`src/rtl/instruction_sequencer_pkg.sv`:
```
// -----------------------------------------------------------------------------
// instruction_sequencer_pkg
// Shared definitions for the instruction sequencer: opcode class constants,
// the NOP operator word, instruction field positions, FSM state encoding and
// small decode helpers.
// -----------------------------------------------------------------------------
package instruction_sequencer_pkg;

    // Opcode classes live in operator[15:12] (instruction bits [31:28]).
    localparam logic [3:0] ALU_OP    = 4'h1;
    localparam logic [3:0] BR_OP     = 4'hB;
    localparam logic [3:0] CALL_OP   = 4'hC;
    localparam logic [3:0] RET_OP    = 4'hD;
    localparam logic [3:0] HALT_OP   = 4'hE;
    localparam logic [3:0] NOP_CLASS = 4'hF;

    // Operator driven to the ALU stage whenever nothing is being issued.
    localparam logic [15:0] NOP_OP = 16'hF000;

    // Instruction word layout.
    localparam int OPERATOR_MSB = 31;
    localparam int OPERATOR_LSB = 16;
    localparam int OPERAND_MSB  = 15;
    localparam int OPERAND_LSB  = 0;

    typedef enum logic [2:0] {
        ST_IDLE   = 3'd0,
        ST_FETCH  = 3'd1,
        ST_DECODE = 3'd2,
        ST_ISSUE  = 3'd3,
        ST_HALTED = 3'd4
    } seq_state_e;

    function automatic logic [15:0] instr_operator(input logic [31:0] word);
        return word[OPERATOR_MSB:OPERATOR_LSB];
    endfunction

    function automatic logic [15:0] instr_operand(input logic [31:0] word);
        return word[OPERAND_MSB:OPERAND_LSB];
    endfunction

    function automatic logic [3:0] instr_class(input logic [31:0] word);
        return word[OPERATOR_MSB:OPERATOR_MSB-3];
    endfunction

    // A zero mask means "branch always"; otherwise any selected flag set.
    function automatic logic branch_taken(input logic [3:0] mask,
                                          input logic [3:0] flags);
        return (mask == 4'h0) || ((flags & mask) != 4'h0);
    endfunction

endpackage

```
`src/rtl/instruction_sequencer_return_stack.sv`:
```
// -----------------------------------------------------------------------------
// seq_return_stack
// LIFO of return addresses for call/return instructions.
// Ports:
//   clk, reset (async, active-low)
//   clear      - synchronous empty (restart)
//   push/pop   - ignored when full/empty respectively
//   push_data  - address pushed
//   top_data   - most recently pushed entry (valid when !empty)
//   full/empty - occupancy status
// -----------------------------------------------------------------------------
module seq_return_stack #(
    parameter int DEPTH = 4,
    parameter int WIDTH = 8
) (
    input  logic             clk,
    input  logic             reset,
    input  logic             clear,
    input  logic             push,
    input  logic             pop,
    input  logic [WIDTH-1:0] push_data,
    output logic [WIDTH-1:0] top_data,
    output logic             full,
    output logic             empty
);
    localparam int CW = $clog2(DEPTH + 1);
    localparam int IW = (DEPTH > 1) ? $clog2(DEPTH) : 1;

    logic [WIDTH-1:0] mem_q [DEPTH];
    logic [WIDTH-1:0] mem_d [DEPTH];
    logic [CW-1:0]    count_q, count_d;
    logic [IW-1:0]    wr_idx, rd_idx;

    assign wr_idx   = IW'(count_q);
    assign rd_idx   = IW'(count_q - 1'b1);
    assign full     = (count_q == CW'(DEPTH));
    assign empty    = (count_q == '0);
    assign top_data = mem_q[rd_idx];

    always_comb begin
        mem_d   = mem_q;
        count_d = count_q;
        if (clear) begin
            count_d = '0;
        end else if (push && !full) begin
            mem_d[wr_idx] = push_data;
            count_d       = count_q + 1'b1;
        end else if (pop && !empty) begin
            count_d = count_q - 1'b1;
        end
    end

    always_ff @(posedge clk or negedge reset) begin
        if (!reset) begin
            count_q <= '0;
            for (int i = 0; i < DEPTH; i++) mem_q[i] <= '0;
        end else begin
            count_q <= count_d;
            mem_q   <= mem_d;
        end
    end

endmodule

```
`src/rtl/instruction_sequencer.sv`:
```
// -----------------------------------------------------------------------------
// instruction_sequencer
// Fetches 32-bit instruction words from program memory and issues one
// operator/operand pair per instruction to the ALU/register stage. Handles
// NOP, halt, conditional branch and (optionally) call/return.
//
// Optional feature macro: SEQ_CALL_STACK_EN enables the return stack and the
// sticky fault flag. Without it, call/return decode as NOP and fault is 0.
//
// Ports:
//   clk, reset (async, active-low), start (restart pulse)
//   mem_req/mem_addr/mem_ack/mem_rdata - program memory fetch
//     (mem_req held with a stable mem_addr until mem_ack; mem_rdata is
//      captured in the same cycle mem_ack is high)
//   operator/operand/issue_valid      - to the ALU/register stage
//   alu_flags                         - branch condition inputs
//   pc, busy, halted, fault           - status
//   state_dbg                         - current FSM state
// -----------------------------------------------------------------------------
module instruction_sequencer
    import instruction_sequencer_pkg::*;
#(
    parameter int ADDR_WIDTH  = 8,
    parameter int START_ADDR  = 0,
    parameter int STACK_DEPTH = 4
) (
    input  logic                  clk,
    input  logic                  reset,
    input  logic                  start,
    output logic                  mem_req,
    output logic [ADDR_WIDTH-1:0] mem_addr,
    input  logic                  mem_ack,
    input  logic [31:0]           mem_rdata,
    output logic [15:0]           operator,
    output logic [15:0]           operand,
    output logic                  issue_valid,
    input  logic [3:0]            alu_flags,
    output logic [ADDR_WIDTH-1:0] pc,
    output logic                  busy,
    output logic                  halted,
    output logic                  fault,
    output logic [2:0]            state_dbg
);
    localparam logic [ADDR_WIDTH-1:0] START_PC = START_ADDR[ADDR_WIDTH-1:0];

    seq_state_e            state_q, state_d;
    logic [ADDR_WIDTH-1:0] pc_q, pc_d;
    logic [31:0]           instr_q, instr_d;
    logic [ADDR_WIDTH-1:0] pc_inc;
    logic [ADDR_WIDTH-1:0] jump_target;
    logic                  restart;

    assign pc_inc      = pc_q + 1'b1;                 // wraps naturally
    assign jump_target = instr_q[ADDR_WIDTH-1:0];     // truncated operand
    // start only counts when nothing is executing
    assign restart     = start && (state_q == ST_IDLE || state_q == ST_HALTED);

`ifdef SEQ_CALL_STACK_EN
    logic                  fault_q, fault_d;
    logic                  stk_push, stk_pop, stk_clear, stk_full, stk_empty;
    logic [ADDR_WIDTH-1:0] stk_top;

    seq_return_stack #(
        .DEPTH (STACK_DEPTH),
        .WIDTH (ADDR_WIDTH)
    ) u_return_stack (
        .clk       (clk),
        .reset     (reset),
        .clear     (stk_clear),
        .push      (stk_push),
        .pop       (stk_pop),
        .push_data (pc_inc),
        .top_data  (stk_top),
        .full      (stk_full),
        .empty     (stk_empty)
    );

    assign fault = fault_q;
`else
    assign fault = 1'b0;
`endif

    always_comb begin
        state_d = state_q;
        pc_d    = pc_q;
        instr_d = instr_q;
`ifdef SEQ_CALL_STACK_EN
        fault_d   = fault_q;
        stk_push  = 1'b0;
        stk_pop   = 1'b0;
        stk_clear = restart;
        if (restart) fault_d = 1'b0;
`endif
        case (state_q)
            ST_IDLE, ST_HALTED: begin
                if (restart) begin
                    state_d = ST_FETCH;
                    pc_d    = START_PC;
                end
            end
            ST_FETCH: begin
                if (mem_ack) begin
                    instr_d = mem_rdata;
                    state_d = ST_DECODE;
                end
            end
            ST_DECODE: begin
                case (instr_class(instr_q))
                    NOP_CLASS: begin
                        pc_d    = pc_inc;
                        state_d = ST_FETCH;
                    end
                    HALT_OP: state_d = ST_HALTED;  // pc stays on the halt
                    BR_OP: begin
                        pc_d    = branch_taken(instr_q[19:16], alu_flags)
                                  ? jump_target : pc_inc;
                        state_d = ST_FETCH;
                    end
                    CALL_OP: begin
`ifdef SEQ_CALL_STACK_EN
                        if (stk_full) begin
                            fault_d = 1'b1;
                            state_d = ST_HALTED;
                        end else begin
                            stk_push = 1'b1;
                            pc_d     = jump_target;
                            state_d  = ST_FETCH;
                        end
`else
                        pc_d    = pc_inc;
                        state_d = ST_FETCH;
`endif
                    end
                    RET_OP: begin
`ifdef SEQ_CALL_STACK_EN
                        if (stk_empty) begin
                            fault_d = 1'b1;
                            state_d = ST_HALTED;
                        end else begin
                            stk_pop = 1'b1;
                            pc_d    = stk_top;
                            state_d = ST_FETCH;
                        end
`else
                        pc_d    = pc_inc;
                        state_d = ST_FETCH;
`endif
                    end
                    ALU_OP:  state_d = ST_ISSUE;
                    default: state_d = ST_ISSUE;   // register ops
                endcase
            end
            ST_ISSUE: begin
                pc_d    = pc_inc;
                state_d = ST_FETCH;
            end
            default: state_d = ST_IDLE;
        endcase
    end

    always_ff @(posedge clk or negedge reset) begin
        if (!reset) begin
            state_q <= ST_IDLE;
            pc_q    <= START_PC;
            instr_q <= '0;
`ifdef SEQ_CALL_STACK_EN
            fault_q <= 1'b0;
`endif
        end else begin
            state_q <= state_d;
            pc_q    <= pc_d;
            instr_q <= instr_d;
`ifdef SEQ_CALL_STACK_EN
            fault_q <= fault_d;
`endif
        end
    end

    // Outputs decode straight from the state flop so reset drops them at once.
    assign mem_req     = (state_q == ST_FETCH);
    assign mem_addr    = pc_q;
    assign issue_valid = (state_q == ST_ISSUE);
    assign operator    = issue_valid ? instr_operator(instr_q) : NOP_OP;
    assign operand     = issue_valid ? instr_operand(instr_q) : 16'h0000;
    assign pc          = pc_q;
    assign busy        = (state_q == ST_FETCH) || (state_q == ST_DECODE) ||
                         (state_q == ST_ISSUE);
    assign halted      = (state_q == ST_HALTED);
    assign state_dbg   = state_q;

endmodule

```
`config.mk`:
```
export PLATFORM = sky130hd
export DESIGN_NAME = instruction_sequencer
export DESIGN_NICKNAME = d
export VERILOG_FILES = /design/src/rtl/instruction_sequencer_pkg.sv /design/src/rtl/instruction_sequencer_return_stack.sv /design/src/rtl/instruction_sequencer.sv
export SDC_FILE = /design/constraint.sdc
export NUM_CORES = 1
export LEC_CHECK = 0
export CAP_MARGIN = 15
export CORE_ASPECT_RATIO = 1.5
export CORE_MARGIN = 2
export CORE_UTILIZATION = 38
export DETAILED_ROUTE_END_ITERATION = 16
export HOLD_SLACK_MARGIN = 0.06
export MAX_ROUTING_LAYER = met4
export PLACE_DENSITY = 0.73
export REMOVE_ABC_BUFFERS = 1
export SLEW_MARGIN = 10
export SYNTH_ARGS = -nofsm -noshare
export SYNTH_HDL_FRONTEND = slang
export SYNTH_HIERARCHICAL = 1
export SYNTH_SLANG_ARGS = --single-unit
export TNS_END_PERCENT = 50
```
`constraint.sdc`:
```
create_clock -name clk -period 1.69 [get_ports clk]
set_input_delay 0.4225 -clock clk [delete_from_list [all_inputs] [get_ports clk]]
set_output_delay 0.4225 -clock clk [all_outputs]
set_load 0.005 [all_outputs]
```
==> results.json, run 1 <==
{
  "max_freq_ghz": 0.526,
  "yosysSeqAreaShare": 0.475,
  "drtAntennaViolNets": 0,
  "p_per_area_mw_per_mm2": 1710,
  "crit_required_ps": 1270,
  "final_util": 0.689,
  "dp.cells": 370,
  "synth_cell_type_count": 44,
  "n_antenna_cell": 0,
  "grt_pass1_vias": 2114,
  "antenna_found_initial": 0,
  "clock_latency_ps": 290,
  "io_buffers": 94,
  "cts_made_buffers": 5,
  "crit_chain": "and3b_2 > buf_6 > buf_6 > and2_4 > buf_6",
  "drc": 0,
  "violations": "setup timing",
  "period_needed_ps": 1900,
  "placedInstanceArea_mm2": 0.00339,
  "grt_pass1_wl_mm": 10.4,
  "routedWlPerCell_um": 16.8,
  "status": "finished, violations left",
  "clockBufferDepth": 2,
  "rsz0062_at_grt": "true",
  "die_y_um": 98.6,
  "crit_type": "reg2out",
  "clock_sinks": 43,
  "ys_seq_elements": 43,
  "rows": 34,
  "post-route-period-util": 1.13,
  "start_util": 0.392,
  "dp_hpwl_mm": 4.29,
  "maxCapViolations": 0,
  "p_total_mw": 6.82,
  "instances_no_fill": 400,
  "post-route-cell-area_mm2": 0.00399,
  "vias_per_cell": 5.09,
  "synthArstFlopShare": 1.00,
  "grt_usage": 0.212,
  "finalSetupViolations": 63,
  "whs_ps": 59.8,
  "cp-start-kind": "flip-flop",
  "coreArea_mm2": 0.00579,
  "critical_path.max_stage_delay_ps": 410,
  "synthesis.area_mm2": 0.00227,
  "cp_slowest_cell": "dfrtp_1",
  "p_leak_nw": 1.96,
  "drive_gt1_frac": 0.530,
  "die_w_um": 67.1,
  "grt_start_max_net_pins": 26,
  "htree_levels": 2,
  "hold_viol": 0,
  "path_clk_slew_ps": 80,
  "vias": 2035,
  "slew_viol_final": 0,
  "synth_edf_count": 0,
  "endpoint_kind": "output port",
  "boundaryPins": 96,
  "worst_slack_ps": -212,
  "crit_top_cell": "buf_6",
  "fillers": 449,
  "drt_first_iter_violations": 89,
  "clock_skew_ps": 3.65,
  "synthFlopType": "dfrtp_1",
  "grt_overflow": 0,
  "synthToLayoutAreaGrowth_pct": 75.9,
  "min_path_type": "in2async",
  "routed_wl_mm": 6.71,
  "irDropWorstVdd_mv": 0.769,
  "cts-root-buf": "clkbuf_8",
  "place.gp.congestion": 0.842,
  "yosys_warnings": 6,
  "cts_tree": "done",
  "syn_area_per_cell_um2": 11.4,
  "netlist_instances": 198,
  "nets": 369,
  "dieArea_mm2": 0.00661,
  "critPathMaxFanout": 6,
  "first_pass_iters": 4,
  "pre_cts_ws_ps": -474,
  "arrival_ps": 1480,
  "setup_tns_ps": -7370
}
[Yosys cell counts, drive strengths merged (2+ instances only)]
master	number	area share
mux2	32	0.16
nor3b	3	0.0099
o21ai	4	0.010
dfrtp	43	0.47
or2	2	0.0055
nand3	6	0.013
and2	31	0.086
clkbuf	3	0.0050
a22o	2	0.0077
buf	15	0.047
nor2b	2	0.0055
nand2b	6	0.017
inv	2	0.0033
nand2	7	0.012
and3	3	0.0083
mux2i	2	0.0088
a22oi	3	0.0099
nor2	7	0.012
nor3	2	0.0094
o211ai	2	0.0066
o311ai	2	0.0077
[sequential cells by signal, indices dropped and copies added, names as in the netlist]
register   flops
instr_q       32
mem_addr       8
state_dbg      3
[layout make-up]
cell class                      count  area (µm²)  area share
Multi-Input combinational cell    135        1260       0.316
Inverter                            2        7.51     0.00188
Tap cell                           72        90.1      0.0226
Sequential cell                    43        1080       0.272
Clock buffer                        6        72.6      0.0182
Clock inverter                      1        30.0     0.00753
Timing Repair Buffer              141        1440       0.362
[layout by cell type, fill, tap and decap left out, types with 7 or more instances in the layout]
master	n
dlygate4sd2_1	8
buf_4	21
dfrtp_1	38
and2_4	27
mux2_4	13
clkdlybuf4s50_1	38
mux2_2	19
nand2_1	7
dlymetal6s2s_1	10
buf_6	48
buf_2	7
[cell families after synthesis]
logic type	share of synthesized area
other	0.00165
xor gates and xnor gates	0.00387
muxes	0.168
and+or+nand+nor	0.193
AOI/OAI and AO/OA	0.0977
DFF	0.475
adders and majority gates	0.00552
buffers and inverters	0.0558
[report_power, final]
part	leakage (nW)	internal (mW)	switching, mW	total (mW)
clock	0.0513	0.433	0.347	0.781
sequential	0.515	1.53	0.442	1.97
combinational	1.39	2.58	1.49	4.07
total	1.96	4.54	2.28	6.82
[final timing paths]
path,from,endpoint,slack [ps],depth (start not counted)
hold reg to reg,instr_q[22],instr_q[22],510,1
setup / recovery,state_dbg[1],operator[3],-210,5
max in group asynchronous,reset,mem_addr[6],1120,2
hold / removal,reset,instr_q[10],60,1
min in group clk,instr_q[22],instr_q[22],510,1
setup reg to reg,instr_q[17],mem_addr[6],-160,6
[metal layers]
| layer | global-route usage | part of all wire | vias up |
|---|---|---|---|
| met5 | - | 0 | - |
| met4 | 0.100 | 0.032 | 0 |
| met3 | 0.0285 | 0.039 | 19 |
| met2 | 0.357 | 0.55 | 72 |
| met1 | 0.244 | 0.38 | 994 |
| li1 | - | - | 950 |
[worst max-delay path, delay by kind of cell, from the launching register on]
kind | cells | cell delay, ps
AND/OR/NAND/NOR | 2 | 410
flip-flops | 1 | 410
buffers and inverters | 3 | 360
[what timing repair did]
action	in CTS	in global routing
hold buffers	0	0
gates cloned	3	1
endpoints found under the setup margin	89	87
pin swaps	37	20
endpoints found under the hold margin	0	0
setup buffers	16	6
gates resized for setup	222	59
Power figures use the tool's default switching activity.
==> run 2: changes to the inputs <==
--- a/config.mk
+++ b/config.mk
@@ -8,11 +8,12 @@
 export CAP_MARGIN = 15
 export CORE_ASPECT_RATIO = 1.5
 export CORE_MARGIN = 2
-export CORE_UTILIZATION = 38
+export CORE_UTILIZATION = 39
+export CTS_BUF_LIST = sky130_fd_sc_hd__clkbuf_8
 export DETAILED_ROUTE_END_ITERATION = 16
 export HOLD_SLACK_MARGIN = 0.06
 export MAX_ROUTING_LAYER = met4
-export PLACE_DENSITY = 0.73
+export PLACE_DENSITY = 0.74
 export REMOVE_ABC_BUFFERS = 1
 export SLEW_MARGIN = 10
 export SYNTH_ARGS = -nofsm -noshare
==> results.json, run 2 (synthesis results as in run 1) <==
{
  "power_frac_clock": 0.101,
  "vias": 2023,
  "hold_viol": 0,
  "p_int_mw": 4.18,
  "first_pass_iters": 4,
  "crit_chain": "and3b_2 > buf_6 > buf_6 > buf_6 > buf_6 > nand2b_1 > buf_2",
  "top_register": "instr_q",
  "pwr-share-seq": 0.304,
  "crit_top_cell": "buf_6",
  "critical_path.max_stage_delay_ps": 400,
  "clock_sinks": 43,
  "dieArea_mm2": 0.00645,
  "routed_wl_mm": 6.47,
  "nets": 364,
  "place.gp.congestion": 0.830,
  "finalSetupViolations": 43,
  "antenna_found_initial": 0,
  "rr_worst_depth": 6,
  "rsz0062_at_grt": "true",
  "grt_pass1_vias": 2037,
  "boundaryPins": 96,
  "dp_hpwl_mm": 4.03,
  "drtAntennaViolNets": 0,
  "rows": 34,
  "cp.depth": 7,
  "p_leak_nw": 1.82,
  "synthToLayoutAreaGrowth_pct": 68.2,
  "coreArea_mm2": 0.00570,
  "clock_latency_ps": 300,
  "grt_pass1_wl_mm": 10.3,
  "start_util": 0.397,
  "whs_ps": 78.5,
  "cts-root-buf": "clkbuf_8",
  "critPathMaxFanout": 5,
  "crit_type": "reg2out",
  "arrival_ps": 1600,
  "worst_slack_ps": -328,
  "status": "finished, violations left",
  "htree_levels": 2,
  "final_common_cell": "clkdlybuf4s50_1",
  "crit_family": "buffers and inverters",
  "p_switching_mw": 2.24,
  "clock_skew_ps": 7.12,
  "clockBufferDepth": 2,
  "irDropWorstVdd_mv": 0.866,
  "slew_viol_final": 0,
  "critical_path_buf_inv_count": 5,
  "drt_first_iter_violations": 186,
  "setup_tns_ps": -9020,
  "io_buffers": 94,
  "grt_start_max_net_pins": 44,
  "max_freq_ghz": 0.495,
  "crit_required_ps": 1270,
  "p_total_mw": 6.43,
  "vias_per_cell": 5.11,
  "switching_share": 0.349,
  "period_needed_ps": 2020,
  "p_per_area_mw_per_mm2": 1690,
  "cp-start-kind": "flip-flop",
  "violations": "setup timing",
  "die_y_um": 97.4,
  "drive_gt1_frac": 0.488,
  "grt_overflow": 0,
  "n_antenna_cell": 0,
  "combPwrFrac": 0.595,
  "cp_slowest_cell": "dfrtp_1",
  "cts_tree": "done",
  "maxCapViolations": 0,
  "cts_made_buffers": 5,
  "post-route-period-util": 1.19,
  "layout_common_cells": "clkdlybuf4s50_1 (42), dfrtp_1 (38), buf_6 (37)",
  "largest_reg_flops": 32,
  "drc": 0,
  "min_path_type": "in2async",
  "endpoint_kind": "output port",
  "die_w_um": 66.2,
  "grt_usage": 0.214,
  "path_clk_slew_ps": 90,
  "routedWlPerCell_um": 16.3
}
[run 2: changes by cell type in the layout (fill, tap and decap cells not counted), sizes merged, moves of 3 or more]
cell / previous run / this run
dlymetal6s2s: 10 / 6
clkbuf: 10 / 6
buf: 81 / 76
clkdlybuf4s50: 38 / 42
clkinv: 0 / 3
dlygate4sd2: 8 / 11
[run 2: per-layer routing]
layer / part of all wire / track usage
met5: 0 / -
met4: 0.024 / 0.0769
met3: 0.044 / 0.0267
met2: 0.55 / 0.358
met1: 0.39 / 0.261
[run 2: metrics by stage]
stage	setup slack [ps]	instance area (µm²)	util	cells
floorplan	-608	2150	-	180
global placement	-451	3370	0.591	367
detailed placement	-493	3370	0.591	367
CTS	-318	3680	0.646	394
global route	-388	3810	0.669	396
finish	-328	3810	0.669	396
[run 2: path summary, 6_finish.rpt]
| check | startpoint | end | slack (ps) |
|---|---|---|---|
| hold reg to reg | instr_q[25] | instr_q[25] | 500 |
| setup / recovery | state_dbg[0] | operator[12] | -330 |
| max in group asynchronous | reset | mem_addr[3] | 1360 |
| setup reg to reg | instr_q[16] | mem_addr[0] | -170 |
| hold / removal | reset | instr_q[17] | 80 |
| min in group clk | instr_q[25] | instr_q[25] | 500 |
[run 2: final cells by class]
| type | count | area (µm²) |
|---|---|---|
| Clock buffer | 5 | 68.8 |
| Clock inverter | 3 | 15.0 |
| Sequential cell | 43 | 1080 |
| Timing Repair Buffer | 136 | 1340 |
| Fill cell | 442 | 1890 |
| Inverter | 2 | 10.0 |
| Tap cell | 72 | 90.1 |
| Multi-Input combinational cell | 135 | 1210 |
[run 2: power groups by stage]
stage | Combinational (mW) | Clock, mW | Sequential, mW
after floorplan | 1.35 | 0 | 1.88
after global placement | 2.93 | 0 | 1.89
after detailed placement | 2.96 | 0 | 1.92
after CTS | 3.56 | 0.660 | 1.91
after global routing | 4.10 | 0.700 | 2.04
final | 3.83 | 0.647 | 1.95
[run 2: repair_timing]
action,CTS,global route
hold buffers,0,0
buffers inserted,15,9
resized for setup,192,51
endpoints found under the setup margin,89,78
gates cloned,4,0
pin swaps,19,15
==> run 3: changes to the inputs <==
--- a/config.mk
+++ b/config.mk
@@ -10,6 +10,7 @@
 export CORE_MARGIN = 2
 export CORE_UTILIZATION = 39
 export CTS_BUF_LIST = sky130_fd_sc_hd__clkbuf_8
+export CTS_CLUSTER_DIAMETER = 100
 export DETAILED_ROUTE_END_ITERATION = 16
 export HOLD_SLACK_MARGIN = 0.06
 export MAX_ROUTING_LAYER = met4
==> results of run 3 <==
Same layout as run 2: the final DEF is identical, and so are final timing and power.
